<file path="src/rtl/end_banner.sv">
// End-of-game banner overlay. Slides a "WIN" or "LOSE" caption up from the
// bottom of the screen, holds it at its final row and optionally blinks it.
// The overlay colour is produced one clock after the pixel coordinate.
//
//   state | meaning
//   ------+-----------------------------------------------------------
//   IDLE  | no banner; waiting for win or lose
//   SLIDE | banner moving up one SLIDE_STEP per frame_tick
//   HOLD  | banner parked at ORIGIN_Y; blink phase toggles every
//         | BLINK_FRAMES frame_ticks (never, if BLINK_FRAMES is 0)
module end_banner #(
  parameter int          ORIGIN_X     = 256,
  parameter int          ORIGIN_Y     = 200,
  parameter int          SCALE        = 4,
  parameter int          SLIDE_STEP   = 8,
  parameter int          BLINK_FRAMES = 30,
  parameter logic [23:0] COLOR_WIN    = 24'hFFFFFF,
  parameter logic [23:0] COLOR_LOSE   = 24'hFF0000
) (
  input  logic        clk,
  input  logic        rst,
  input  logic [9:0]  x,
  input  logic [9:0]  y,
  input  logic        active_pixels,
  input  logic        frame_tick,
  input  logic        win,
  input  logic        lose,
  input  logic        clear,
  output logic [23:0] vga_color,
  output logic        overlay_on,
  output logic        banner_done
);

  localparam logic [1:0] IDLE  = 2'd0;
  localparam logic [1:0] SLIDE = 2'd1;
  localparam logic [1:0] HOLD  = 2'd2;

  localparam int SH = $clog2(SCALE);
  localparam int BW = (BLINK_FRAMES > 1) ? $clog2(BLINK_FRAMES) : 1;
  localparam logic [BW-1:0] BLINK_LAST = BW'((BLINK_FRAMES > 0) ? BLINK_FRAMES - 1 : 0);
  localparam logic [10:0] TOP_START = 11'd480;
  localparam logic [10:0] TOP_FINAL = 11'(ORIGIN_Y);

  logic [1:0]    r_state;
  logic          r_mode;     // 0 = WIN, 1 = LOSE
  logic [10:0]   r_top;
  logic [BW-1:0] r_cnt;
  logic          r_hid;      // blink phase: 1 = text hidden
  logic [23:0]   r_color;
  logic          r_overlay;
  logic          r_done;

  logic [1:0]    w_state_nx;
  logic          w_mode_nx;
  logic [10:0]   w_top_nx;
  logic [BW-1:0] w_cnt_nx;
  logic          w_hid_nx;
  logic [11:0]   w_dec;
  logic [10:0]   w_slid_top;

  // 5x7 font rows, top row in the most significant 5 bits, bit4 leftmost.
  function automatic logic [34:0] glyph_bits(input logic lose_mode, input logic [1:0] idx);
    logic [34:0] g;
    g = '0;
    case ({lose_mode, idx})
      3'b000: g = {5'h11, 5'h11, 5'h11, 5'h15, 5'h15, 5'h15, 5'h0A}; // W
      3'b001: g = {5'h0E, 5'h04, 5'h04, 5'h04, 5'h04, 5'h04, 5'h0E}; // I
      3'b010: g = {5'h11, 5'h19, 5'h15, 5'h13, 5'h11, 5'h11, 5'h11}; // N
      3'b100: g = {5'h10, 5'h10, 5'h10, 5'h10, 5'h10, 5'h10, 5'h1F}; // L
      3'b101: g = {5'h0E, 5'h11, 5'h11, 5'h11, 5'h11, 5'h11, 5'h0E}; // O
      3'b110: g = {5'h0F, 5'h10, 5'h10, 5'h0E, 5'h01, 5'h01, 5'h1E}; // S
      3'b111: g = {5'h1F, 5'h10, 5'h10, 5'h1E, 5'h10, 5'h10, 5'h1F}; // E
      default: g = '0;
    endcase
    return g;
  endfunction

  // Saturating upward step; the 12th bit catches a step larger than r_top.
  always_comb begin
    w_dec = {1'b0, r_top} - 12'(SLIDE_STEP);
    if (w_dec[11] || (w_dec[10:0] < TOP_FINAL)) w_slid_top = TOP_FINAL;
    else                                         w_slid_top = w_dec[10:0];
  end

  // Next-state logic for the FSM, mode, position and blink phase.
  always_comb begin
    w_state_nx = r_state;
    w_mode_nx  = r_mode;
    w_top_nx   = r_top;
    w_cnt_nx   = r_cnt;
    w_hid_nx   = r_hid;
    if (clear) begin
      w_state_nx = IDLE;
    end else begin
      case (r_state)
        IDLE: begin
          if (win || lose) begin
            w_state_nx = SLIDE;
            w_mode_nx  = ~win;
            w_top_nx   = TOP_START;
            w_cnt_nx   = '0;
            w_hid_nx   = 1'b0;
          end
        end
        SLIDE: begin
          if (r_top == TOP_FINAL) begin
            w_state_nx = HOLD;
            w_cnt_nx   = '0;
            w_hid_nx   = 1'b0;
          end else if (frame_tick) begin
            w_top_nx = w_slid_top;
          end
        end
        HOLD: begin
          if (frame_tick && (BLINK_FRAMES != 0)) begin
            if (r_cnt == BLINK_LAST) begin
              w_cnt_nx = '0;
              w_hid_nx = ~r_hid;
            end else begin
              w_cnt_nx = r_cnt + 1'b1;
            end
          end
        end
        default: w_state_nx = IDLE;
      endcase
    end
  end

  logic        w_left;
  logic        w_above;
  logic [10:0] w_dx;
  logic [10:0] w_dy;
  logic [10:0] w_gx;
  logic [10:0] w_gy;
  logic [10:0] w_glyph;
  logic [10:0] w_col;
  logic [10:0] w_nglyph;
  logic [34:0] w_gbits;
  logic [4:0]  w_rowbits;
  logic [4:0]  w_rowsh;
  logic        w_lit;

  // Map the screen coordinate onto a glyph pixel and look up the font bit.
  always_comb begin
    w_left    = {1'b0, x} < 11'(ORIGIN_X);
    w_above   = {1'b0, y} < r_top;
    w_dx      = {1'b0, x} - 11'(ORIGIN_X);
    w_dy      = {1'b0, y} - r_top;
    w_gx      = w_dx >> SH;
    w_gy      = w_dy >> SH;
    w_glyph   = w_gx / 11'd6;
    w_col     = w_gx % 11'd6;
    w_nglyph  = r_mode ? 11'd4 : 11'd3;
    w_gbits   = glyph_bits(r_mode, w_glyph[1:0]);
    w_rowbits = 5'(w_gbits >> (5 * (3'd6 - w_gy[2:0])));
    w_rowsh   = w_rowbits << w_col[2:0];
    w_lit     = active_pixels && (r_state != IDLE) && !r_hid && !w_left && !w_above
                && (w_glyph < w_nglyph) && (w_col < 11'd5) && (w_gy < 11'd7)
                && w_rowsh[4];
  end

  // Register state, outputs and the pixel colour; reset wins over everything.
  always_ff @(posedge clk) begin
    if (!rst) begin
      r_state   <= IDLE;
      r_mode    <= 1'b0;
      r_top     <= TOP_START;
      r_cnt     <= '0;
      r_hid     <= 1'b0;
      r_color   <= 24'h0;
      r_overlay <= 1'b0;
      r_done    <= 1'b0;
    end else begin
      r_state   <= w_state_nx;
      r_mode    <= w_mode_nx;
      r_top     <= w_top_nx;
      r_cnt     <= w_cnt_nx;
      r_hid     <= w_hid_nx;
      r_color   <= w_lit ? (r_mode ? COLOR_LOSE : COLOR_WIN) : 24'h0;
      r_overlay <= (w_state_nx != IDLE);
      r_done    <= (w_state_nx == HOLD);
    end
  end

  assign vga_color   = r_color;
  assign overlay_on  = r_overlay;
  assign banner_done = r_done;

endmodule

</file>
<file path="config.mk">
export PLATFORM = sky130hd
export DESIGN_NAME = end_banner
export DESIGN_NICKNAME = d
export VERILOG_FILES = /design/src/rtl/end_banner.sv
export SDC_FILE = /design/constraint.sdc
export NUM_CORES = 1
export LEC_CHECK = 0
export ABC_CLOCK_PERIOD_IN_PS = 5500
export BUFFER_PORTS_ARGS = -buffer_cell sky130_fd_sc_hd__buf_4
export CAP_MARGIN = 20
export CORE_MARGIN = 4
export CORE_UTILIZATION = 61
export DETAILED_ROUTE_END_ITERATION = 16
export HOLD_SLACK_MARGIN = 0.08
export PLACE_DENSITY = 0.86
export RECOVER_POWER = 100
export REMOVE_ABC_BUFFERS = 1
export SLEW_MARGIN = 30
export SYNTH_ARGS = -nofsm -noshare
export SYNTH_HDL_FRONTEND = slang
export SYNTH_SLANG_ARGS = --single-unit
</file>
<file path="constraint.sdc">
create_clock -name clk -period 5.5 [get_ports clk]
set_clock_uncertainty 0.15 [all_clocks]
set_input_delay 0 -clock clk [delete_from_list [all_inputs] [get_ports clk]]
set_output_delay 0 -clock clk [all_outputs]
set_load 0.005 [all_outputs]
</file>
Word-level counts from Yosys, hierarchy flattened --
Index checks and enable logic that the tools add are counted.
Cells by class: add/subtract/negate cells 5, multiply operators 1, divide/modulo/power cells 2, $lt $le $gt $ge 6, eq/ne operators 17, shift operators 2, multiplexer cells 22, bitwise operators 3, reduce and logical (&&, ||, !) cells 24
Operator list (count):
- 35-bit case mux with 7 select lines | 1
- 11-bit two-way mux | 4
- 35-bit by 32-bit right shift with 5-bit output | 1
- 11-bit case mux with 2 select lines | 1
- 5-bit two-way mux | 4
- 16-bit two-way mux | 1
- 5-bit case mux with 3 select lines | 1
- 3-bit equality test (second input constant) | 4
- 2-bit != test (second input constant) | 6
- 11-bit by 4-bit subtractor with 12-bit output (second input constant) | 1
- 9-bit by 3-bit divider with 11-bit output (second input constant) | 1
- 11-bit by 8-bit equality test with 1-bit output (second input constant) | 1
- 10-bit by 11-bit less-than comparator with 1-bit output | 1
- 11-bit by 3-bit less-than comparator with 1-bit output | 1
- 11-bit by 3-bit less-than comparator with 1-bit output (second input constant) | 1
- 11-bit by 8-bit less-than comparator with 1-bit output (second input constant) | 1
- 9-bit by 3-bit remainder unit with 11-bit output (second input constant) | 1
- 10-bit by 11-bit subtractor with 11-bit output | 1
- 10-bit by 9-bit subtractor with 11-bit output (second input constant) | 1
- 10-bit by 9-bit less-than comparator with 1-bit output (second input constant) | 1
- 5-bit AND reduction | 2
- 9-bit by 3-bit less-than comparator with 1-bit output (second input constant) | 1
- 1-bit logical AND | 8
- 4-bit by 4-bit multiplier with 8-bit output (first input constant) | 1
- other kinds (23) | 36
Word-level totals: bits in registers 46, latch bits 0, bits in writable memories 0, memory bits (read-only) 0, input port bits 27, output and inout port bits 26, word-level logic and storage cells 90, memories 0

Depth between registers and ports, before layout --
Gate-level depths: netlist (run 1).
depth after elaboration 10, gate-level depth with buffers 26, depth with buffers taken out 21

Worst setup path before layout (run 1) --
OpenSTA, ideal clock, no wires.
path type input-to-reg, from input port x[8], to register r_color[22] (netlist: vga_color[22]), setup time 87 ps, arrival time 4743 ps, slack 519 ps, stages on the path 23, path through buf_6 -> buf_2 -> inv_1 -> ha_1 -> buf_4 -> or3_4 -> a21oi_2 -> o21ai_2 -> a211o_1 -> a21boi_4 -> nor2_4 -> xnor2_1 -> ha_1 -> nor2_1 -> nor3b_2 -> nand2_2 -> nor4_4 -> a311oi_1 -> o2bb2ai_1 -> mux4_2 -> o22ai_1 -> o211ai_1 -> nor4b_2
On the way: word-level cells in the longest chain between the ends 9
Ends and longest elaborated chain:
- start: declaration | line 22 | input logic [9:0] x,
- parallel branches: the longest is 7 deep, another holds 10-bit by 9-bit subtractor with 11-bit output
- 1-bit logical AND (*) | line 159 | && w_rowsh[4];
- 2-bit AND reduction (no line) (*)
- end signal: assignment | line 179 | r_color <= w_lit ? (r_mode ? COLOR_LOSE : COLOR_WIN) : 24'h0;
- end: declaration | line 49 | logic [23:0] r_color;
Every way passes the cells marked *. A chain may end at the register's enable or synchronous reset.

Final worst setup path (run 1) --
from input port x[8], to register r_color[15] (netlist: vga_color[15])
The elaborated chain is that of the path after synthesis.

==> results.env, run 1 <==
STATUS='finished, final reports clean'
COUNT_OF_FLIP_FLOPS_WITH_A_BUILT_IN_ENABLE_AFTER_SYNTHESIS=0
REGISTER_AREA_UM2=420
ASYNC_SET_OR_RESET_FLOP_FRACTION_IN_THE_SYNTHESIZED_NETLIST_PCT=0
TNS_NS=0
DRT_PASS1_ITERATIONS=6
POST-ROUTE-DRC-COUNT=0
STARTING_DENSITY_OF_THE_CORE_PCT=62.6
AREA_GROWTH_PCT=9.23
CAP_VIOL_MAX_COUNT=0
POST-DP-HPWL_MM=11.1
AVGSYNTHCELLAREA_UM2=6.82
RSZ0062_AT_GRT='false'
CORE_AREA_MM2=0.00676
POWER_LEAKAGE_nW=1.83
PLACE_CONGESTION=1.06
POWER.SEQUENTIAL.FRACTION_PCT=15.6
START_KIND='input pin'
CRITICAL-PATH-SLOWEST-CELL='sky130_fd_sc_hd__a2111oi_0'
COMBINATIONALPOWERSHARE_PCT=74.0
WORSTPATHREQUIRED_NS=5.50
LAYOUT.CORE_UTILIZATION_PCT=68.4
DIE_HEIGHT_UM=91.3
YOSYSWARNINGCOUNT=0
CRITICAL_PATH_TYPE='in -> reg'
SLOWEST_DELAY_NS=0.62
SEQUENTIAL_TO_TOTAL_AREA_SHARE_FROM_YOSYS_STAT_PCT=9.94
POSTSYNTHREGISTERBITS=21
TIMING.FINAL.MAX_SLEW_VIOLATIONS=0
GRT_USAGE_PCT=33.7
GRT_PASS1_VIAS=4686
WL_MM=14.6
TOP_LEVEL_PORTS=53
POST_DP_CELL_AREA_MM2=0.00452
DETAILEDROUTE.FIRSTITERATIONVIOLATIONS=778
POST-SYNTH-TOP-AREA-CELL='sky130_fd_sc_hd__dfxtp_1'
TOTAL_SWITCHING_POWER_mW=0.536
FINAL_ANTENNA_NET_COUNT=0
GRT_ANTENNA_BEFORE_REPAIR=0
CP_MAX_FO=19
MIN_DELAY_PATH_DEPTH=5
GLOBAL_ROUTE.OVERFLOW_TOTAL=0
NUM-FILL-CELLS=577
LIST_OF_CELLS_TRAVERSED_BY_THE_CRITICAL_PATH='buf_4 -> inv_1 -> ha_2 -> buf_4 -> or3_1 -> o22ai_1 -> a21oi_1 -> o22ai_1 -> a21o_1 -> nor2_4 -> xnor2_1 -> ha_1 -> nor2_1 -> nand2_1 -> or3_1 -> nor2_1 -> nand2_1 -> a311oi_1 -> a2111oi_0 -> a2111oi_0 -> o21ai_1 -> o211ai_1 -> nor4bb_1'
TIMING.HOLD.WORST.CLASS='in -> reg'
CP.ARRIVAL_NS=5.09
TRITONCTS_BUFFER_COUNT=3
SYNTH_TOP_AREA_SHARE_PCT=9.94
STDCELL_AREA_MM2=0.00462
WORST_SLEW_PIN_SLEW_NS=1.05
PERIOD_SHARE_PCT=92.5
CLOCKPOWERSHARE_PCT=10.4
YS_TOP_CELLS_BY_COUNT='69 x sky130_fd_sc_hd__nor2_1, 57 x sky130_fd_sc_hd__nand2_1, 45 x sky130_fd_sc_hd__o21ai_0'
HOLD_WS_NS=0.225
ANTENNADIODECOUNT=0
SETUP_VIOL=0
POWER.INTERNAL_mW=0.476
POWERDENSITY_mW_PER_MM2=219
HOLD_VIOLATIONS=0
WIDTH_OF_THE_CHIP_UM=91.3
GRT_FIRST_PASS_WIRELENGTH_MM=23.4
CTS_HTREE_LEVELS=1
AVGVIACOUNTPERCELL=7.21
ROUTEDWLPERCELL_UM=20.2
MULTI_INPUT_AREA_MM2=0.00337
PLACEMENT.IO_BUFFERS=48
GRT_START_MAX_NET_PINS=30
CLK_PIN_SLEW_WORST_PATHS_NS=0.09
NETLIST-CELL-TYPE-COUNT=91
SYNTH_FF_TYPE='sky130_fd_sc_hd__dfxtp_1'
YOSYS.CELL_COUNT.TOP_TYPE='sky130_fd_sc_hd__nor2_1'
NUMBER_OF_STANDARD_CELLS_AFTER_SYNTHESIS=620
CLOCK_PATH_BUFFERS=2
DESIGN.DIE.AREA_MM2=0.00833
CP-END-KIND='flop'
ACHIEVABLE-FREQUENCY_GHz=0.197
FINAL_NET_COUNT=693
CLK_LATENCY_NS=0.27
SWITCHING_SHARE_PCT=53.0
DRIVE_ABOVE_1_SHARE_PCT=16.2
WORST_CASE_VDD_IR_DROP_mV=0.167
CLOCK_SINKS=21
FINAL_PERIOD_MINUS_WORST_SETUP_SLACK_NS=5.09
SYNTH_AREA_LEADERS='sky130_fd_sc_hd__dfxtp_1 9.9%, sky130_fd_sc_hd__ha_1 6.5%, sky130_fd_sc_hd__nor2_1 6.1%'
PLACEMENTROWS=30
RELSLEWSLACK_PCT=29.0
SYNTHESIS.AREA_MM2=0.00423
ROUTE.VIAS.TOTAL=5199
CTS_TREE='built'
WORST_R2R_PATH_DEPTH=17
CTS_ROOT_BUFFER='sky130_fd_sc_hd__clkbuf_8'
## metal layers
metal	vias to the layer above	track usage (%)	wire length (um)
met1	2356	44.3	5890
met4	0	12.9	503
met5	-	0	0
met2	406	53.0	6430
met3	70	8.29	1760
li1	2367	-	-
## registers in the layout (all words and copies together), names as in the netlist
register	cells
overlay_on	1
r_mode	1
r_state	2
r_cnt	5
r_hid	1
vga_color	2
banner_done	1
r_top	8
## per-stage QoR
step	power, mW	setup WS [ns]	cells
final	1.01	0.411	721
after global routing	1.06	0.0131	721
after CTS	0.973	0.504	721
after detailed placement	0.864	0.222	712
after global placement	0.864	0.372	712
after floorplan	0.636	0.615	562
## worst paths after layout
| path | slack, ns | end | startpoint |
|---|---|---|---|
| worst min register to register | 0.38 | r_cnt[4]$_SDFFE_PN0P_ | r_cnt[4]$_SDFFE_PN0P_ |
| worst min-delay path | 0.23 | r_cnt[0]$_SDFFE_PN0P_ | frame_tick |
| worst max register to register | 1.02 | vga_color[15]$_SDFF_PN0_ | r_top[3]$_SDFFE_PN0P_ |
| worst max-delay path | 0.41 | vga_color[15]$_SDFF_PN0_ | x[8] |
## placed cells by master, fill, tap and decap left out, types with 5 or more instances in the layout
master	count
sky130_fd_sc_hd__o2111ai_1	5
sky130_fd_sc_hd__nand2b_1	12
sky130_fd_sc_hd__a21oi_1	32
sky130_fd_sc_hd__nor2b_1	7
sky130_fd_sc_hd__o22ai_1	6
sky130_fd_sc_hd__nand3_1	17
sky130_fd_sc_hd__inv_1	27
sky130_fd_sc_hd__o21ai_1	7
sky130_fd_sc_hd__dfxtp_1	21
sky130_fd_sc_hd__xnor2_1	11
sky130_fd_sc_hd__or2_2	5
sky130_fd_sc_hd__ha_1	21
sky130_fd_sc_hd__nand4_1	9
sky130_fd_sc_hd__a31oi_1	17
sky130_fd_sc_hd__o211ai_1	6
sky130_fd_sc_hd__buf_4	44
sky130_fd_sc_hd__o21ai_0	45
sky130_fd_sc_hd__nor3_1	20
sky130_fd_sc_hd__clkbuf_4	25
sky130_fd_sc_hd__a21o_1	6
sky130_fd_sc_hd__o311ai_0	8
sky130_fd_sc_hd__dlygate4sd3_1	5
sky130_fd_sc_hd__nor2_1	69
sky130_fd_sc_hd__nor4_1	10
sky130_fd_sc_hd__xor2_1	7
sky130_fd_sc_hd__nand2_1	57
sky130_fd_sc_hd__a211oi_1	16
sky130_fd_sc_hd__o31ai_1	9
## logic make-up (layout without fill, tap and decap cells)
kind of cell / Yosys count / in the layout / synth area share, %
and+or+nand+nor: 245 / 245 / 30.1
AOI/OAI and AO/OA: 222 / 222 / 37.1
buffers and inverters: 87 / 108 / 10.5
adders and majority gates: 24 / 24 / 7.46
DFF: 21 / 21 / 9.94
xor gates and xnor gates: 19 / 19 / 4.11
muxes: 2 / 2 / 0.769
## worst max-delay path: cells and delay by family
kind	cells	cell delay, ns
compound gates	9	2.04
xor+xnor	1	0.19
fa+ha+maj	2	0.65
buf+inv	3	0.53
simple gates	8	1.67
## cell type report
cell class                 count  area share (%)
clock buffer                   4           0.975
inverter                      29            2.41
multi-input combinational    512            73.0
sequential                    21            9.10
tap                           80            2.17
timing repair buffer          75            12.4
## power by group through the flow
stage                     registers, mW  clock network (mW)  logic [mW]
after floorplan                   0.163                   0       0.473
after global placement            0.161                   0       0.703
after detailed placement          0.161                   0       0.703
after CTS                         0.158               0.106       0.709
after global routing              0.158               0.110       0.795
final                             0.158               0.106       0.749
## what timing repair did
action                                 CTS  global route
gates resized for setup                  0             2
hold buffers                             5             0
setup buffers                            0             0
setup endpoints to repair                0             2
endpoints found under the hold margin   19             0
Power figures use the tool's default switching activity.
==> run 2, diff against run 1 <==
Settings changed: CORE_MARGIN 4 to unset, SKIP_LAST_GASP set to 1.
==> results.env, run 2 (synthesized netlist as in run 1, its figures left out) <==
GRT_USAGE_PCT=41.8  # +8.0 points
POWERDENSITY_mW_PER_MM2=221  # +0.61%
CP-END-KIND='flop'
PERIOD_SHARE_PCT=93.0  # +0.52 points
AREA_GROWTH_PCT=12.2
CTS_TREE='built'
ROUTE.VIAS.TOTAL=5352  # +2.9%
STARTING_DENSITY_OF_THE_CORE_PCT=64.7  # +2.2 points
ROUTEDWLPERCELL_UM=20.6  # +2.1%
STATUS='finished, final reports clean'
CLOCK_PATH_BUFFERS=2  # unchanged
TIMING.FINAL.MAX_SLEW_VIOLATIONS=0  # unchanged
PLACEMENT.IO_BUFFERS=48  # unchanged
TOP_LEVEL_PORTS=53  # unchanged
WORST_R2R_PATH_DEPTH=17  # unchanged
WORST_SLEW_PIN_SLEW_NS=1.12  # +0.0636 ns
HOLD_VIOLATIONS=0  # unchanged
DRT_PASS1_ITERATIONS=5  # -1
GLOBAL_ROUTE.OVERFLOW_TOTAL=0  # unchanged
DIE_HEIGHT_UM=85.3  # -6.6%
GRT_START_MAX_NET_PINS=30  # unchanged
WORST_CASE_VDD_IR_DROP_mV=0.195  # +17%
DESIGN.DIE.AREA_MM2=0.00727  # -13%
FINAL_PERIOD_MINUS_WORST_SETUP_SLACK_NS=5.12  # +0.0284 ns
GRT_FIRST_PASS_WIRELENGTH_MM=24.4  # +4.6%
CTS_ROOT_BUFFER='sky130_fd_sc_hd__clkbuf_8'
TRITONCTS_BUFFER_COUNT=3  # unchanged
CRITPATHCAPTURE='vga_color[15]$_SDFF_PN0_'
CLK_LATENCY_NS=0.27  # about the same
START_KIND='input pin'
POWER_LEAKAGE_nW=1.92  # +4.9%
CORE_AREA_MM2=0.00653  # -3.3%
LARGEST_REGISTER_FFS=8  # unchanged
SETUP_VIOL=0  # unchanged
ACHIEVABLE-FREQUENCY_GHz=0.195  # -0.56%
RSZ0062_AT_GRT='false'
CAP_VIOL_MAX_COUNT=0  # unchanged
LARGEST_REGISTER='r_top'
WIDTH_OF_THE_CHIP_UM=85.3  # -6.6%
AVGVIACOUNTPERCELL=7.27  # +0.84%
CLK_PIN_SLEW_WORST_PATHS_NS=0.08  # about the same
CP.ARRIVAL_NS=5.15  # +0.06 ns
PLACEMENT.SETUP.WORST_SLACK_NS=0.383  # +0.161 ns
CTS_HTREE_LEVELS=1  # unchanged
PLACE_CONGESTION=1.01  # -5.0%
CRITICAL_PATH_TYPE='in -> reg'
GRT_PASS1_VIAS=4944  # +5.5%
DETAILEDROUTE.FIRSTITERATIONVIOLATIONS=611  # -21%
NUM-FILL-CELLS=553  # -4.2%
WL_MM=15.2  # +4.2%
TIMING.HOLD.WORST.CLASS='in -> reg'
REG2REG_TO='vga_color[22]$_SDFF_PN0_'
SETUP.WORST_PATH.START='x[8]'
CLOCK_SINKS=21  # unchanged
GRT_ANTENNA_BEFORE_REPAIR=0  # unchanged
LAYOUT.CELLS.MOST_COMMON_LIST='69 x sky130_fd_sc_hd__nor2_1, 62 x sky130_fd_sc_hd__buf_4, 57 x sky130_fd_sc_hd__nand2_1'
POST-DP-HPWL_MM=11.3  # +2.4%
ANTENNADIODECOUNT=0  # unchanged
POST-ROUTE-DRC-COUNT=0  # unchanged
CP_MAX_FO=18  # -1
FINAL_ANTENNA_NET_COUNT=0  # unchanged
REGTOREGSETUPSLACK_NS=0.96  # -0.06 ns
FINAL_NET_COUNT=711  # +2.6%
LAYOUT_COMMONEST_CELL='sky130_fd_sc_hd__nor2_1'
PLACEMENTROWS=29  # -3.3%
WORSTPATHREQUIRED_NS=5.53  # +0.03 ns
RELSLEWSLACK_PCT=25.7  # -3.4 points
POSTLAYOUTSETUPSLACKWORST_NS=0.383  # -0.0284 ns
R2R_START='r_top[3]$_SDFFE_PN0P_'
CTS.REPAIR.RESIZED=0  # unchanged
TNS_NS=0  # unchanged
REG.LARGEST.LIST='r_top x8, r_cnt x5'
DRIVE_ABOVE_1_SHARE_PCT=18.4  # +2.1 points
## run 2: changes by cell type in the layout (fill, tap and decap cells not counted), sizes merged
cell,before,now
clkinv,1,2
clkbuf,30,29
buf,44,62
## run 2: where the power goes
group / switching [mW] / internal (mW)
sequential: 0.00308 / 0.155
combinational: 0.486 / 0.296
clock: 0.0552 / 0.0506
total: 0.544 / 0.502
## run 2: worst min-delay path by stage
stage | from | to | slack, ns | cells past startpoint
after floorplan | rst | r_top[5]$_SDFFE_PN1P_ | -0.09 | 1
after global placement | lose | r_mode$_SDFFE_PN0P_ | 0.10 | 3
after detailed placement | lose | r_mode$_SDFFE_PN0P_ | 0.11 | 3
after CTS | win | r_state[0]$_SDFF_PN0_ | 0.1 | 3
after global routing | win | r_state[0]$_SDFF_PN0_ | 0.17 | 3
final | win | r_state[0]$_SDFF_PN0_ | 0.13 | 3
## run 2: metrics by stage
| step | cell area, um^2 | total power, mW | utilization, % | hold slack (ns) | instances |
|---|---|---|---|---|---|
| after global placement | 4650 | 0.889 | 71.2 | 0.104 | 727 |
| after CTS | 4750 | 1.01 | 72.7 | 0.0954 | 736 |
| after detailed placement | 4650 | 0.902 | 71.2 | 0.106 | 727 |
| after global routing | 4740 | 1.10 | 72.6 | 0.167 | 736 |
| after floorplan | 3890 | 0.636 | - | -0.0881 | 562 |
| final | 4740 | 1.05 | 72.6 | 0.130 | 736 |
## run 2: cell type report
class	instances	area [um^2]	share of cell area [%]
timing repair buffer	93	711	15.0
sequential	21	420	8.87
multi-input combinational	512	3360	70.8
tap	77	96.3	2.03
clock inverter	1	5.00	0.106
clock buffer	3	41.3	0.871
inverter	29	111	2.35
## run 2: worst max-delay path, stage by stage
cell and delay (ns):
sky130_fd_sc_hd__buf_4 0.12, sky130_fd_sc_hd__buf_4 0.19, sky130_fd_sc_hd__ha_1 0.30, sky130_fd_sc_hd__or3_4 0.43, sky130_fd_sc_hd__a211o_1 0.32, sky130_fd_sc_hd__a31oi_1 0.19, sky130_fd_sc_hd__o221a_1 0.20, sky130_fd_sc_hd__a21o_1 0.16
sky130_fd_sc_hd__nor2_4 0.05, sky130_fd_sc_hd__xnor2_1 0.14, sky130_fd_sc_hd__ha_1 0.21, sky130_fd_sc_hd__nor2_1 0.21, sky130_fd_sc_hd__nor3b_1 0.43, sky130_fd_sc_hd__nand2_2 0.20, sky130_fd_sc_hd__nor4_4 0.30, sky130_fd_sc_hd__buf_4 0.19
sky130_fd_sc_hd__nor2_1 0.07, sky130_fd_sc_hd__a2111oi_0 0.55, sky130_fd_sc_hd__buf_4 0.19, sky130_fd_sc_hd__a2111oi_0 0.08, sky130_fd_sc_hd__o21ai_1 0.16, sky130_fd_sc_hd__o211ai_1 0.15, sky130_fd_sc_hd__nor4bb_1 0.29
## run 2: routing by layer
| layer | vias up | GRT usage [%] | part of all wire, % |
|---|---|---|---|
| met2 | 399 | 69.7 | 46 |
| met4 | 0 | 14.7 | 3.2 |
| met3 | 60 | 7.20 | 11 |
| li1 | 2413 | - | - |
| met1 | 2480 | 54.3 | 40 |
| met5 | - | 0 | 0 |
## run 2: timing repair
item                                   in CTS  in global routing
setup endpoints to repair                   0                  0
endpoints found under the hold margin      19                  0
hold buffers                                5                  0
setup buffers                               0                  0
==> run 3, diff against run 2 <==
Settings changed: PLACE_DENSITY 0.86 to 0.91.
==> results.env, run 3 (synthesized netlist as in run 1, its figures left out) <==
GRT_ANTENNA_BEFORE_REPAIR=0  # unchanged
GLOBAL_ROUTE.OVERFLOW_TOTAL=0  # unchanged
SETUP_VIOL=0  # unchanged
POSTCTSSETUPBUFFERS=0  # unchanged
NUM-FILL-CELLS=508  # -8.1%
RSZ0062_AT_GRT='false'
GRT_USAGE_PCT=41.9  # +0.097 points
POWERDENSITY_mW_PER_MM2=221  # +0.29%
CLK_LATENCY_NS=0.27  # about the same
FINAL_PERIOD_MINUS_WORST_SETUP_SLACK_NS=5.19  # +0.0743 ns
ROUTE.VIAS.TOTAL=5432  # +1.5%
STARTING_DENSITY_OF_THE_CORE_PCT=64.7  # unchanged
REGISTER_AREA_UM2=420  # unchanged
GRT_PASS1_VIAS=4903  # -0.83%
POST-DP-HPWL_MM=11.6  # +2.4%
CP-END-KIND='flop'
STATUS='finished, final reports clean'
TIMING.HOLD.WORST_ENDPOINT='r_hid$_SDFFE_PN0P_'
DRIVE_ABOVE_1_SHARE_PCT=18.8  # +0.44 points
CRITICAL-PATH-SLOWEST-CELL='sky130_fd_sc_hd__ha_1'
HOLD_PATH_STARTPOINT='frame_tick'
GRT_FIRST_PASS_WIRELENGTH_MM=24.4  # -0.31%
RELSLEWSLACK_PCT=38.8  # +13 points
MULTI_INPUT_AREA_MM2=0.00336  # +0.15%
POST-ROUTE-DRC-COUNT=0  # unchanged
CLOCK_PATH_BUFFERS=2  # unchanged
MIN_DELAY_PATH_DEPTH=5  # +2
CRITICAL-PATH-TOP-CELL-BY-COUNT='sky130_fd_sc_hd__buf_4'
REPORT.POWER.TOTAL_mW=1.06  # +1.2%
CAP_VIOL_MAX_COUNT=0  # unchanged
AVGVIACOUNTPERCELL=7.32  # +0.67%
DETAILEDROUTE.FIRSTITERATIONVIOLATIONS=681  # +11%
TOP_LEVEL_PORTS=53  # unchanged
REG.LARGEST.LIST='r_top x8, r_cnt x5'
FINAL_NET_COUNT=717  # +0.84%
CP.ARRIVAL_NS=5.21  # +0.06 ns
PLACE_CONGESTION=1.03  # +1.7%
WIDTH_OF_THE_CHIP_UM=85.3  # unchanged
CTS_ROOT_BUFFER='sky130_fd_sc_hd__clkbuf_8'
LARGEST_REGISTER='r_top'
TRITONCTS_BUFFER_COUNT=3  # unchanged
REGTOREGSETUPSLACK_NS=1.03  # +0.07 ns
CP_MAX_FO=10  # -8
SLOWEST_DELAY_NS=0.46  # -0.09 ns
WORSTPATHREQUIRED_NS=5.52  # about the same
WORST_CASE_VDD_IR_DROP_mV=0.208  # +6.7%
FINAL_CELLS=742  # +0.82%
R2R_START='r_top[3]$_SDFFE_PN0P_'
PLACEMENTROWS=29  # unchanged
DESIGN.DIE.AREA_MM2=0.00727  # unchanged
CLK_PIN_SLEW_WORST_PATHS_NS=0.08  # about the same
CLOCK_SINKS=21  # unchanged
ANTENNADIODECOUNT=0  # unchanged
LARGEST_REGISTER_FFS=8  # unchanged
DIE_HEIGHT_UM=85.3  # unchanged
DRT_PASS1_ITERATIONS=7  # +2
CP.BUFFERS_INVERTERS=4  # unchanged
DPL.CELL_COUNT=731  # +0.55%
TIMING.HOLD.WORST.CLASS='in -> reg'
CORE_AREA_MM2=0.00653  # unchanged
TNS_NS=0  # unchanged
WORST_R2R_PATH_DEPTH=17  # unchanged
POWER_LEAKAGE_nW=1.94  # +1.2%
LAYOUT_COMMONEST_CELL='sky130_fd_sc_hd__nor2_1'
FINAL_ANTENNA_NET_COUNT=0  # unchanged
LAYOUT.CELLS.MOST_COMMON_LIST='69 x sky130_fd_sc_hd__nor2_1, 65 x sky130_fd_sc_hd__buf_4, 57 x sky130_fd_sc_hd__nand2_1'
PLACEMENT.IO_BUFFERS=48  # unchanged
LAYOUT.CORE_UTILIZATION_PCT=73.3  # +0.69 points
START_KIND='input pin'
CTS_TREE='built'
CRITICAL-PATH-TOP-DELAY-FAMILY='compound AO/OA/AOI/OAI gates'
REG2REG_TO='vga_color[15]$_SDFF_PN0_'
ACHIEVABLE-FREQUENCY_GHz=0.193  # -1.4%
ROUTEDWLPERCELL_UM=20.8  # +0.97%
PERIOD_SHARE_PCT=94.4  # +1.4 points
AREA_GROWTH_PCT=13.2
CRITICAL_PATH_TYPE='in -> reg'
CTS_HTREE_LEVELS=1  # unchanged
WL_MM=15.5  # +1.8%
LIST_OF_CELLS_TRAVERSED_BY_THE_CRITICAL_PATH='buf_4 -> inv_1 -> ha_1 -> buf_4 -> or3_1 -> o22ai_1 -> a21oi_1 -> o22ai_1 -> a21o_1 -> nor2_4 -> xnor2_1 -> ha_1 -> nor2_1 -> nor3b_2 -> buf_4 -> a211oi_1 -> o31ai_1 -> o21ai_0 -> o32a_1 -> a311o_1 -> a22oi_1 -> o211ai_1 -> nor4bb_1'
HOLD_VIOLATIONS=0  # unchanged
WORST_SLEW_PIN_SLEW_NS=0.906  # -0.209 ns
GRT_START_MAX_NET_PINS=28  # -6.7%
TIMING.FINAL.MAX_SLEW_VIOLATIONS=0  # unchanged
-- run 3: worst max-delay path by stage --
stage                     slack (ns)  depth (start not counted)                        to  from
after global routing            0.20                         22  vga_color[15]$_SDFF_PN0_  x[8]
after floorplan                 0.62                         20  vga_color[22]$_SDFF_PN0_  x[8]
after global placement          0.54                         22  vga_color[15]$_SDFF_PN0_  x[8]
final                           0.31                         23  vga_color[15]$_SDFF_PN0_  x[8]
after detailed placement        0.24                         23  vga_color[15]$_SDFF_PN0_  x[8]
after CTS                       0.49                         23  vga_color[15]$_SDFF_PN0_  x[8]
-- run 3: through the flow --
step / hold slack (ns) / instance area [um^2] / setup WS (ns)
2_1_floorplan: -0.0881 / 3890 / 0.615
3_3_place_gp: 0.105 / 4680 / 0.538
3_5_place_dp: 0.108 / 4680 / 0.237
4_1_cts: 0.244 / 4790 / 0.493
5_1_grt: 0.265 / 4790 / 0.205
6_report: 0.257 / 4790 / 0.308
-- run 3: power breakdown --
group	internal [mW]	switching [mW]
clock network	0.0517	0.0532
logic	0.306	0.488
registers	0.155	0.00482
total	0.513	0.546
-- run 3: area by class of cell --
cell class                      count  share of cell area, %
Sequential cell                    21                   8.78
Inverter                           29                   2.33
Timing Repair Buffer               99                   15.7
Clock buffer                        4                  0.941
Multi-Input combinational cell    512                   70.2
Tap cell                           77                   2.01
-- run 3: worst reg2reg max path: stages (launching register included) --
cell	delay [ns]
sky130_fd_sc_hd__dfxtp_1	0.37
sky130_fd_sc_hd__inv_1	0.11
sky130_fd_sc_hd__ha_1	0.36
sky130_fd_sc_hd__inv_1	0.06
sky130_fd_sc_hd__ha_1	0.20
sky130_fd_sc_hd__xnor2_1	0.21
sky130_fd_sc_hd__xnor2_1	0.21
sky130_fd_sc_hd__ha_1	0.21
sky130_fd_sc_hd__inv_1	0.05
sky130_fd_sc_hd__fa_1	0.39
sky130_fd_sc_hd__inv_1	0.09
sky130_fd_sc_hd__fa_1	0.54
sky130_fd_sc_hd__nand2b_1	0.23
sky130_fd_sc_hd__o31ai_1	0.23
sky130_fd_sc_hd__nand3_1	0.15
sky130_fd_sc_hd__o41a_1	0.45
sky130_fd_sc_hd__o41ai_1	0.08
sky130_fd_sc_hd__nor4bb_1	0.28
-- run 3: routing by layer --
metal  global-route usage (%)  wire [um]  vias to the layer above
met5                        0          0                        -
met4                     15.9        716                        0
met3                     6.61       1800                       86
met2                     69.6       6910                      477
met1                     54.5       6030                     2444
li1                         -          -                     2425
-- run 3: what timing repair did --
| action | 4_1_cts | 5_1_grt |
|---|---|---|
| hold endpoints to repair | 17 | 0 |
| hold buffers | 6 | 0 |
| gates resized for setup | 0 | 0 |
